File: src/rtl/lsu_mem_port_if.sv
// ---------------------------------------------------------------------------
// lsu_mem_port_if
//   Request/response handshake bundle between the execute stage (master) and
//   the load/store unit (slave).
//
//   Request channel  (master -> slave): req_valid, req_we, req_funct3,
//                                       req_addr, req_wdata
//                    (slave -> master): req_ready
//   Response channel (slave -> master): resp_valid, resp_rdata, resp_err
//                    (master -> slave): resp_ready
// ---------------------------------------------------------------------------
interface lsu_mem_port_if;
    logic        req_valid;
    logic        req_ready;
    logic        req_we;
    logic [2:0]  req_funct3;
    logic [31:0] req_addr;
    logic [31:0] req_wdata;

    logic        resp_valid;
    logic        resp_ready;
    logic [31:0] resp_rdata;
    logic        resp_err;

    modport master (
        output req_valid, req_we, req_funct3, req_addr, req_wdata, resp_ready,
        input  req_ready, resp_valid, resp_rdata, resp_err
    );

    modport slave (
        input  req_valid, req_we, req_funct3, req_addr, req_wdata, resp_ready,
        output req_ready, resp_valid, resp_rdata, resp_err
    );
endinterface

File: src/rtl/lsu_mem_port.sv
// ---------------------------------------------------------------------------
// lsu_mem_port
//   Load/store initiator between the core execute stage and a byte-addressed
//   data SRAM with combinational read. One request in flight at a time.
//   Sequence: IDLE -(accept)-> ACCESS -> RESP -(resp handshake)-> IDLE.
//   Faulting requests (illegal funct3, out of range, misaligned) skip ACCESS
//   and never touch the SRAM.
//
// Ports
//   clk               rising-edge clock
//   rst               asynchronous active-high reset
//   bus               request/response handshake (slave side)
//   o_mem_w_en        SRAM byte-write enables (0000/0001/0011/1111)
//   o_mem_address     SRAM byte address
//   o_mem_write_data  SRAM write data (not lane-shifted)
//   i_mem_read_data   SRAM read data, byte at o_mem_address in [7:0]
// ---------------------------------------------------------------------------
module lsu_mem_port #(
    parameter int unsigned ADDR_W = 16
) (
    input  logic              clk,
    input  logic              rst,
    lsu_mem_port_if.slave     bus,
    output logic [3:0]        o_mem_w_en,
    output logic [ADDR_W-1:0] o_mem_address,
    output logic [31:0]       o_mem_write_data,
    input  logic [31:0]       i_mem_read_data
);

    // RV32I funct3 codes for loads/stores
    localparam logic [2:0] F3_B  = 3'b000;
    localparam logic [2:0] F3_H  = 3'b001;
    localparam logic [2:0] F3_W  = 3'b010;
    localparam logic [2:0] F3_BU = 3'b100;
    localparam logic [2:0] F3_HU = 3'b101;

    typedef enum logic [1:0] {
        StIdle,
        StAccess,
        StResp
    } state_t;

    state_t              r_state;
    logic                r_we;
    logic [2:0]          r_funct3;
    logic [ADDR_W-1:0]   r_mem_address;
    logic [31:0]         r_mem_write_data;
    logic [31:0]         r_resp_rdata;
    logic                r_resp_err;

    logic                w_f3_legal;
    logic                w_misaligned;
    logic                w_out_of_range;
    logic                w_req_err;
    logic [3:0]          w_mask;
    logic [31:0]         w_load_data;

    // ------------------------------------------------------------------
    // Request fault check, evaluated on the live request at accept
    // ------------------------------------------------------------------
    always_comb begin
        w_f3_legal = 1'b0;
        case (bus.req_funct3)
            F3_B, F3_H, F3_W: w_f3_legal = 1'b1;
            F3_BU, F3_HU:     w_f3_legal = ~bus.req_we;  // unsigned forms are load-only
            default:          w_f3_legal = 1'b0;
        endcase
    end

    always_comb begin
        w_misaligned = 1'b0;
        case (bus.req_funct3[1:0])
            2'b01:   w_misaligned = bus.req_addr[0];
            2'b10:   w_misaligned = (bus.req_addr[1:0] != 2'b00);
            default: w_misaligned = 1'b0;
        endcase
    end

    // Any address bit above the SRAM range set means out of range
    assign w_out_of_range = ((bus.req_addr >> ADDR_W) != 32'd0);
    assign w_req_err      = ~w_f3_legal | w_misaligned | w_out_of_range;

    // ------------------------------------------------------------------
    // Access decode from the registered request
    // ------------------------------------------------------------------
    always_comb begin
        w_mask = 4'b1111;
        case (r_funct3[1:0])
            2'b00:   w_mask = 4'b0001;
            2'b01:   w_mask = 4'b0011;
            default: w_mask = 4'b1111;
        endcase
    end

    always_comb begin
        w_load_data = i_mem_read_data;
        case (r_funct3)
            F3_B:    w_load_data = {{24{i_mem_read_data[7]}}, i_mem_read_data[7:0]};
            F3_BU:   w_load_data = {24'h0, i_mem_read_data[7:0]};
            F3_H:    w_load_data = {{16{i_mem_read_data[15]}}, i_mem_read_data[15:0]};
            F3_HU:   w_load_data = {16'h0, i_mem_read_data[15:0]};
            default: w_load_data = i_mem_read_data;
        endcase
    end

    // ------------------------------------------------------------------
    // FSM and registered request/response state
    // ------------------------------------------------------------------
    always_ff @(posedge clk or posedge rst) begin
        if (rst) begin
            r_state          <= StIdle;
            r_we             <= 1'b0;
            r_funct3         <= 3'b000;
            r_mem_address    <= '0;
            r_mem_write_data <= 32'h0;
            r_resp_rdata     <= 32'h0;
            r_resp_err       <= 1'b0;
        end else begin
            case (r_state)
                StIdle: begin
                    if (bus.req_valid) begin
                        r_we             <= bus.req_we;
                        r_funct3         <= bus.req_funct3;
                        r_mem_address    <= bus.req_addr[ADDR_W-1:0];
                        r_mem_write_data <= bus.req_wdata;
                        r_resp_rdata     <= 32'h0;
                        r_resp_err       <= w_req_err;
                        // Faults answer straight away without an SRAM cycle
                        r_state          <= w_req_err ? StResp : StAccess;
                    end
                end
                StAccess: begin
                    if (!r_we) begin
                        r_resp_rdata <= w_load_data;
                    end
                    r_state <= StResp;
                end
                StResp: begin
                    if (bus.resp_ready) begin
                        r_state <= StIdle;
                    end
                end
                default: r_state <= StIdle;
            endcase
        end
    end

    // ------------------------------------------------------------------
    // Outputs: pure decodes of registered state, so the async reset clears
    // the write enables and resp_valid immediately.
    // ------------------------------------------------------------------
    assign bus.req_ready  = (r_state == StIdle);
    assign bus.resp_valid = (r_state == StResp);
    assign bus.resp_rdata = r_resp_rdata;
    assign bus.resp_err   = r_resp_err;

    assign o_mem_w_en       = ((r_state == StAccess) && r_we) ? w_mask : 4'b0000;
    assign o_mem_address    = r_mem_address;
    assign o_mem_write_data = r_mem_write_data;

endmodule

File: src/flat_wrapper.sv
// flat-port wrapper written by rule: the top's interface ports become plain ports
module lsu_mem_port_flat 
#(
    parameter int unsigned ADDR_W = 16
)
  (clk, rst, o_mem_w_en, o_mem_address, o_mem_write_data, i_mem_read_data, bus_req_valid, bus_req_we, bus_req_funct3, bus_req_addr, bus_req_wdata, bus_resp_ready, bus_req_ready, bus_resp_valid, bus_resp_rdata, bus_resp_err);
  lsu_mem_port_if bus_i ();
  input  logic clk;
  input  logic rst;
  output logic [3:0] o_mem_w_en;
  output logic [ADDR_W-1:0] o_mem_address;
  output logic [31:0] o_mem_write_data;
  input  logic [31:0] i_mem_read_data;
  input wire logic [$bits(bus_i.req_valid)-1:0] bus_req_valid;
  input wire logic [$bits(bus_i.req_we)-1:0] bus_req_we;
  input wire logic [$bits(bus_i.req_funct3)-1:0] bus_req_funct3;
  input wire logic [$bits(bus_i.req_addr)-1:0] bus_req_addr;
  input wire logic [$bits(bus_i.req_wdata)-1:0] bus_req_wdata;
  input wire logic [$bits(bus_i.resp_ready)-1:0] bus_resp_ready;
  output wire logic [$bits(bus_i.req_ready)-1:0] bus_req_ready;
  output wire logic [$bits(bus_i.resp_valid)-1:0] bus_resp_valid;
  output wire logic [$bits(bus_i.resp_rdata)-1:0] bus_resp_rdata;
  output wire logic [$bits(bus_i.resp_err)-1:0] bus_resp_err;
  assign bus_i.req_valid = bus_req_valid;
  assign bus_i.req_we = bus_req_we;
  assign bus_i.req_funct3 = bus_req_funct3;
  assign bus_i.req_addr = bus_req_addr;
  assign bus_i.req_wdata = bus_req_wdata;
  assign bus_i.resp_ready = bus_resp_ready;
  assign bus_req_ready = bus_i.req_ready;
  assign bus_resp_valid = bus_i.resp_valid;
  assign bus_resp_rdata = bus_i.resp_rdata;
  assign bus_resp_err = bus_i.resp_err;
  lsu_mem_port #(.ADDR_W(ADDR_W)) u_core (.clk(clk), .rst(rst), .bus(bus_i), .o_mem_w_en(o_mem_w_en), .o_mem_address(o_mem_address), .o_mem_write_data(o_mem_write_data), .i_mem_read_data(i_mem_read_data));
endmodule
File: config.mk
export PLATFORM = sky130hd
export DESIGN_NAME = lsu_mem_port_flat
export DESIGN_NICKNAME = d
export VERILOG_FILES = /design/src/rtl/lsu_mem_port_if.sv /design/src/rtl/lsu_mem_port.sv /design/src/flat_wrapper.sv
export SDC_FILE = /design/constraint.sdc
export NUM_CORES = 1
export LEC_CHECK = 0
export BUFFER_PORTS_ARGS = -buffer_cell sky130_fd_sc_hd__buf_2
export CELL_PAD_IN_SITES_DETAIL_PLACEMENT = 1
export CELL_PAD_IN_SITES_GLOBAL_PLACEMENT = 1
export CORE_ASPECT_RATIO = 1.75
export CORE_MARGIN = 2
export CORE_UTILIZATION = 30
export CTS_CLUSTER_DIAMETER = 40
export DETAILED_ROUTE_END_ITERATION = 16
export PLACE_DENSITY = 0.77
export SLEW_MARGIN = 10
export SYNTH_ARGS = -nofsm -noshare
export SYNTH_HDL_FRONTEND = slang
export SYNTH_SLANG_ARGS = --single-unit
File: constraint.sdc
create_clock -name clk -period 3.1 [get_ports clk]
set_input_delay 0.155 -clock clk [delete_from_list [all_inputs] [get_ports clk]]
set_output_delay 0.155 -clock clk [all_outputs]
set_load 0.01 [all_outputs]
==> flow_metrics.py, run 1 <==
metrics = {
    "die": {
        "core-area_sq_um": 12500,
        "initial_utilization_pct": 30.74,
        "die_area_sq_um": 13770,
        "row_count": 54,
        "pin_count": 191,
        "die_width_um": 89.55,
        "die_h_um": 153.7,
    },
    "power": {
        "pwr-share-comb_pct": 23.1,
        "ir_worst_vdd_mv": 0.3000,
        "p_int_w": 0.002482,
        "p_seq_share_pct": 42.4,
        "sw_frac_of_total_pct": 27.81,
        "power.density_nw_per_um2": 660.0,
        "switchingPower_w": 0.0009562,
        "clockPowerShare_pct": 34.5,
        "p_leak_nw": 2.733,
    },
    "sta": {
        "fmax_mhz": 536.5,
        "post-route-period-util_pct": 60.13,
        "setup_tns_ns": 0,
        "hold_viol": 0,
        "finalClockSkew_ns": 0.006690,
        "max_slew_margin_pct": 43.53,
        "finalSetupViolCount": 0,
        "rsz0062_at_grt": "false",
        "holdWs_ns": 0.04859,
        "slew_violations": 0,
        "worstMarginPinSlew_ns": 0.8470,
        "timing.final.crit_period_ns": 1.864,
    },
    "final_layout": {
        "fillers": 1379,
        "nets": 554,
        "final_cell_mix": "190 x buf_2, 87 x dfrtp_1, 49 x mux2_4",
        "fin_area_sq_um": 5209,
        "mostFrequentLayoutCell": "buf_2",
        "n_antenna_cell": 0,
        "area_delta_synth_final_pct": 35.56,
        "final_layout_size_suffix_gt1_share_pct": 59.51,
    },
    "clock_tree": {
        "cts_setup_buffers": 0,
        "clkSinkCount": 87,
        "clock_path_buffers": 2,
        "cts_buffers": 9,
        "root_buffer": "clkbuf_16",
        "htree_num_levels": 3,
        "path_clk_slew_ns": 0.07,
        "cts_tree": "built",
        "insertion_delay_ns": 0.33,
    },
    "worst_setup_path": {
        "critPathMaxFanout": 37,
        "startpoint_type": "register",
        "path_class": "register to register",
        "endpoint_kind": "register",
        "critical_path_arrival_ns": 2.08,
        "critical_path_required_ns": 3.32,
    },
    "run": {
        "drv_cap": 0,
    },
    "global_routing": {
        "track_usage_pct": 15.54,
        "overflow": 0,
        "grt_pass1_vias": 3201,
        "grt_pass1_wl_um": 16300,
        "grt_max_degree": 38,
        "antenna_found_initial": 0,
    },
    "run_status": {
        "run_status": "complete, no violations",
    },
    "synth": {
        "synth_cells": 259,
        "syn_area_per_cell_sq_um": 14.84,
        "ys_seq_area_share_pct": 56.66,
        "netlist_area_sq_um": 3842,
        "syn_nets": 366,
        "yosys_warnings": 0,
        "ys_seq_elements": 87,
        "synthDistinctLibCells": 35,
    },
    "detailed_routing": {
        "viasPerCell": 4.594,
        "firstDrtPassIters": 4,
        "drc": 0,
        "drtIter0Drc": 45,
        "drtAntennaViolNets": 0,
        "wl_per_cell_um": 17.42,
        "vias": 2848,
        "finalWirelength_um": 10800,
    },
    "place": {
        "port_buffers": 190,
        "postPlaceCellArea_sq_um": 4871,
        "place_congestion": 0.7220,
        "hpwl_um": 8228,
    },
    "worst_hold_path": {
        "hold_class": "input pin to register",
    },
}
[repair_timing]
item	CTS	global route
endpoints found under the setup margin	0	0
gates resized for setup	0	0
endpoints found under the hold margin	17	0
hold buffers	1	0
[cells in the mapped netlist (all sizes together)]
cell type | number | area, sq um
dfrtp | 87 | 2177
mux2 | 52 | 769.5
nor2b | 20 | 127.6
a22o | 16 | 140.1
o2bb2ai | 16 | 140.1
buf | 15 | 161.4
nand2 | 12 | 45.04
o21ai | 9 | 56.31
nor2 | 6 | 41.29
nor4 | 5 | 31.28
ha | 3 | 37.54
inv | 3 | 11.26
and2 | 2 | 15.02
clkbuf | 2 | 7.510
a21oi | 1 | 5.000
and2b | 1 | 10.01
and3 | 1 | 6.260
mux2i | 1 | 10.01
nand3 | 1 | 5.000
nand3b | 1 | 7.510
o2111ai | 1 | 8.760
o211ai | 1 | 7.510
o21a | 1 | 7.510
o31ai | 1 | 7.510
or2 | 1 | 6.260
[worst paths after layout]
path | startpoint | depth (start not counted) | end | slack, ns
setup / recovery | u_core.r_state[1] | 4 | u_core.o_mem_address[15] | 1.24
setup reg to reg | u_core.r_state[1] | 4 | u_core.o_mem_address[15] | 1.24
min in group asynchronous | rst | 3 | u_core.o_mem_address[12] | 0.35
hold reg to reg | u_core.bus.resp_rdata[27] | 1 | u_core.bus.resp_rdata[27] | 0.49
max in group asynchronous | rst | 4 | u_core.bus.resp_rdata[0] | 1.96
hold / removal | bus_req_addr[10] | 2 | u_core.o_mem_address[10] | 0.05
[critical path, stage by stage, from the launching register on]
cell and delay, ns:
dfrtp_1 0.42, nor2_2 0.19, and2_4 0.43, buf_12 0.32
mux2_2 0.37
[power groups by stage]
| stage | clock [W] | combinational, W | sequential [W] |
|---|---|---|---|
| CTS | 0.00122 | 0.000808 | 0.00146 |
| global route | 0.00127 | 0.000855 | 0.00148 |
| finish | 0.00119 | 0.000793 | 0.00146 |
| floorplan | 0 | 0.000453 | 0.00150 |
| detailed placement | 0 | 0.000807 | 0.00148 |
| global placement | 0 | 0.000773 | 0.00147 |
[metrics by stage]
| stage | utilization (%) | total power [W] | std cells | worst slack (ns) |
|---|---|---|---|---|
| after floorplan | - | 0.001955 | 259 | 0.6948 |
| after global placement | 38.97 | 0.002239 | 603 | 1.264 |
| after detailed placement | 38.97 | 0.002286 | 603 | 1.204 |
| after CTS | 41.67 | 0.003493 | 620 | 1.203 |
| after global routing | 41.67 | 0.003608 | 620 | 1.104 |
| final | 41.67 | 0.003438 | 620 | 1.236 |
[registers in the layout, indices dropped and copies added (netlist names)]
signal	count
u_core.bus.resp_rdata	32
u_core.o_mem_write_data	32
u_core.o_mem_address	16
u_core.r_funct3	3
u_core.r_state	2
u_core.bus.resp_err	1
u_core.r_we	1
[routing by layer]
metal | vias up | GRT usage, % | wire (um) | share of wire, %
met4 | 0 | 5.970 | 231 | 2.1
met5 | - | 0 | 0 | 0
met1 | 1413 | 16.52 | 3950 | 37
li1 | 1300 | - | - | -
met3 | 14 | 4.133 | 710 | 6.6
met2 | 121 | 28.08 | 5906 | 55
[layout make-up]
cell class	count	area [sq um]	area share (%)
inverter	3	12.51	0.2402
clock buffer	9	225.2	4.324
multi-input combinational	152	1485	28.51
timing repair buffer	194	996.0	19.12
clock inverter	7	102.6	1.970
sequential	87	2177	41.80
tap	168	210.2	4.036
[kinds of logic after synthesis]
family                   after synthesis  share of synthesized area [%]
flip-flops                            87                          56.66
multiplexers                          53                          20.29
AND/OR/NAND/NOR                       50                          7.685
AO/OA/AOI/OAI                         46                          9.704
buffers and inverters                 20                          4.689
adder cells (fa/ha/maj)                3                         0.9770
No activity file was read; power rests on OpenSTA's default activity.
==> inputs of run 2 (changes only) <==
clock period = 1.8 ns   (was 3.1 ns; I/O delays follow)
==> flow_metrics.py, run 2 (synthesis results as in run 1) <==
metrics = {
    "detailed_routing": {
        "drtIter0Drc": 86,
        "finalWirelength_um": 12580,
        "viasPerCell": 4.604,
        "firstDrtPassIters": 4,
        "drc": 0,
        "drtAntennaViolNets": 0,
        "wl_per_cell_um": 18.52,
        "vias": 3126,
    },
    "global_routing": {
        "grt_pass1_vias": 3620,
        "top_usage_layer": "met2",
        "track_usage_pct": 18.41,
        "use_met3_pct": 3.221,
        "overflow": 0,
        "antenna_found_initial": 1,
        "grt_use_met1_pct": 18.93,
        "grt_pass1_wl_um": 19130,
        "met2_usage_pct": 34.24,
        "grt_max_degree": 55,
    },
    "worst_setup_path": {
        "r2r_start": "u_core.r_state[1]",
        "startpoint_type": "register",
        "critical_path_arrival_ns": 1.78,
        "path_class": "register to register",
        "crit_path_end": "u_core.o_mem_write_data[30]",
        "r2r_end": "u_core.o_mem_write_data[30]",
        "critPathMaxFanout": 32,
        "r2r_slack_ns": 0.24,
        "endpoint_kind": "register",
        "startpoint": "u_core.r_state[1]",
        "rr_worst_depth": 4,
        "critical_path_required_ns": 2.02,
    },
    "die": {
        "core-area_sq_um": 12500,
        "die_h_um": 153.7,
        "die_area_sq_um": 13770,
        "die_width_um": 89.55,
        "pin_count": 191,
        "row_count": 54,
        "initial_utilization_pct": 30.74,
    },
    "worst_hold_path": {
        "hold_depth": 3,
        "hold_class": "input pin to register",
    },
    "power": {
        "switchingPower_w": 0.001700,
        "clockPowerShare_pct": 33.4,
        "pwr-share-comb_pct": 26.0,
        "p_leak_nw": 2.969,
        "sw_frac_of_total_pct": 28.05,
        "p_seq_share_pct": 40.7,
        "power.total_w": 0.006058,
        "power.density_nw_per_um2": 1045,
        "p_int_w": 0.004359,
        "ir_worst_vdd_mv": 0.5050,
    },
    "sta": {
        "fmax_mhz": 640.1,
        "finalSetupViolCount": 0,
        "setup_ws_ns": 0.2378,
        "slew_violations": 0,
        "finalClockSkew_ns": 0.009219,
        "max_slew_margin_pct": 54.44,
        "rsz0062_at_grt": "false",
        "worstMarginPinSlew_ns": 0.6834,
        "post-route-period-util_pct": 86.79,
        "hold_viol": 0,
        "timing.final.crit_period_ns": 1.562,
        "setup_tns_ns": 0,
    },
    "clock_tree": {
        "cts_setup_buffers": 0,
        "path_clk_slew_ns": 0.07,
        "htree_num_levels": 3,
        "cts_buffers": 9,
        "root_buffer": "clkbuf_16",
        "clkSinkCount": 87,
        "cts_tree": "built",
        "clock_path_buffers": 2,
        "insertion_delay_ns": 0.34,
    },
    "run": {
        "drv_cap": 0,
    },
    "final_layout": {
        "area_delta_synth_final_pct": 50.86,
        "final_cell_mix": "190 x buf_2, 87 x dfrtp_1, 56 x dlygate4sd3_1",
        "nets": 613,
        "final_layout_size_suffix_gt1_share_pct": 53.33,
        "mostFrequentLayoutCell": "buf_2",
    },
    "run_status": {
        "run_status": "complete, no violations",
    },
    "place": {
        "place_congestion": 0.7483,
        "pre_cts_ws_ns": 0.2363,
        "port_buffers": 190,
        "hpwl_um": 8301,
    },
}
[run 2: changes by cell type in the layout (fill, tap and decap cells not counted), sizes merged]
cell	before	now
dlygate4sd3	1	56
clkinv	3	0
buf	193	197
clkinvlp	0	3
diode	0	1
inv	5	4
[run 2: worst min path at each step]
stage | startpoint | end | slack, ns
6_report | i_mem_read_data[17] | u_core.bus.resp_rdata[17] | 0.008
3_3_place_gp | rst | u_core.o_mem_address[2] | 0.23
5_1_grt | i_mem_read_data[17] | u_core.bus.resp_rdata[17] | 0.007
4_1_cts | i_mem_read_data[17] | u_core.bus.resp_rdata[17] | 0.002
2_1_floorplan | bus_req_valid | u_core.r_state[0] | 0.22
3_5_place_dp | rst | u_core.o_mem_address[4] | 0.25
[run 2: worst max-delay path, stage by stage, from the launching register on]
cell     delay, ns
dfrtp_1       0.42
nor2_2        0.19
and2_4        0.20
buf_12        0.25
mux2_2        0.38
[run 2: metal layers]
| metal | wire [um] | share of wire [%] |
|---|---|---|
| met1 | 4388 | 35 |
| met2 | 7114 | 57 |
| met4 | 491 | 3.9 |
| met3 | 581 | 4.6 |
| met5 | 0 | 0 |
[run 2: power groups by stage]
stage	combinational, W	sequential [W]	clock, W
2_1_floorplan	0.000780	0.00259	0
3_3_place_gp	0.00141	0.00246	0
3_5_place_dp	0.00147	0.00248	0
4_1_cts	0.00157	0.00245	0.00207
5_1_grt	0.00168	0.00250	0.00215
6_report	0.00157	0.00246	0.00202
[run 2: repair_timing]
item	CTS	global route
gates resized for setup	0	0
endpoints found under the hold margin	88	0
hold buffers	56	0
[run 2: cell type report]
class	count	area (sq um)
fillers	1367	6703
flip-flops and latches	87	2177
repair buffers	253	1589
multi-input cells	152	1485
clock buffers	9	225.2
well taps	168	210.2
clock inverters	6	92.59
inverters	3	15.01
diodes	1	2.502
[run 2: metrics by stage]
step                hold slack, ns  cells  utilization [%]  instance area [sq um]
global placement            0.2290    607            39.33                   4916
global route              0.006856    679            46.38                   5797
floorplan                   0.2214    259                -                   3846
finish                    0.008015    679            46.38                   5797
CTS                       0.001700    678            46.36                   5794
detailed placement          0.2516    607            39.33                   4916
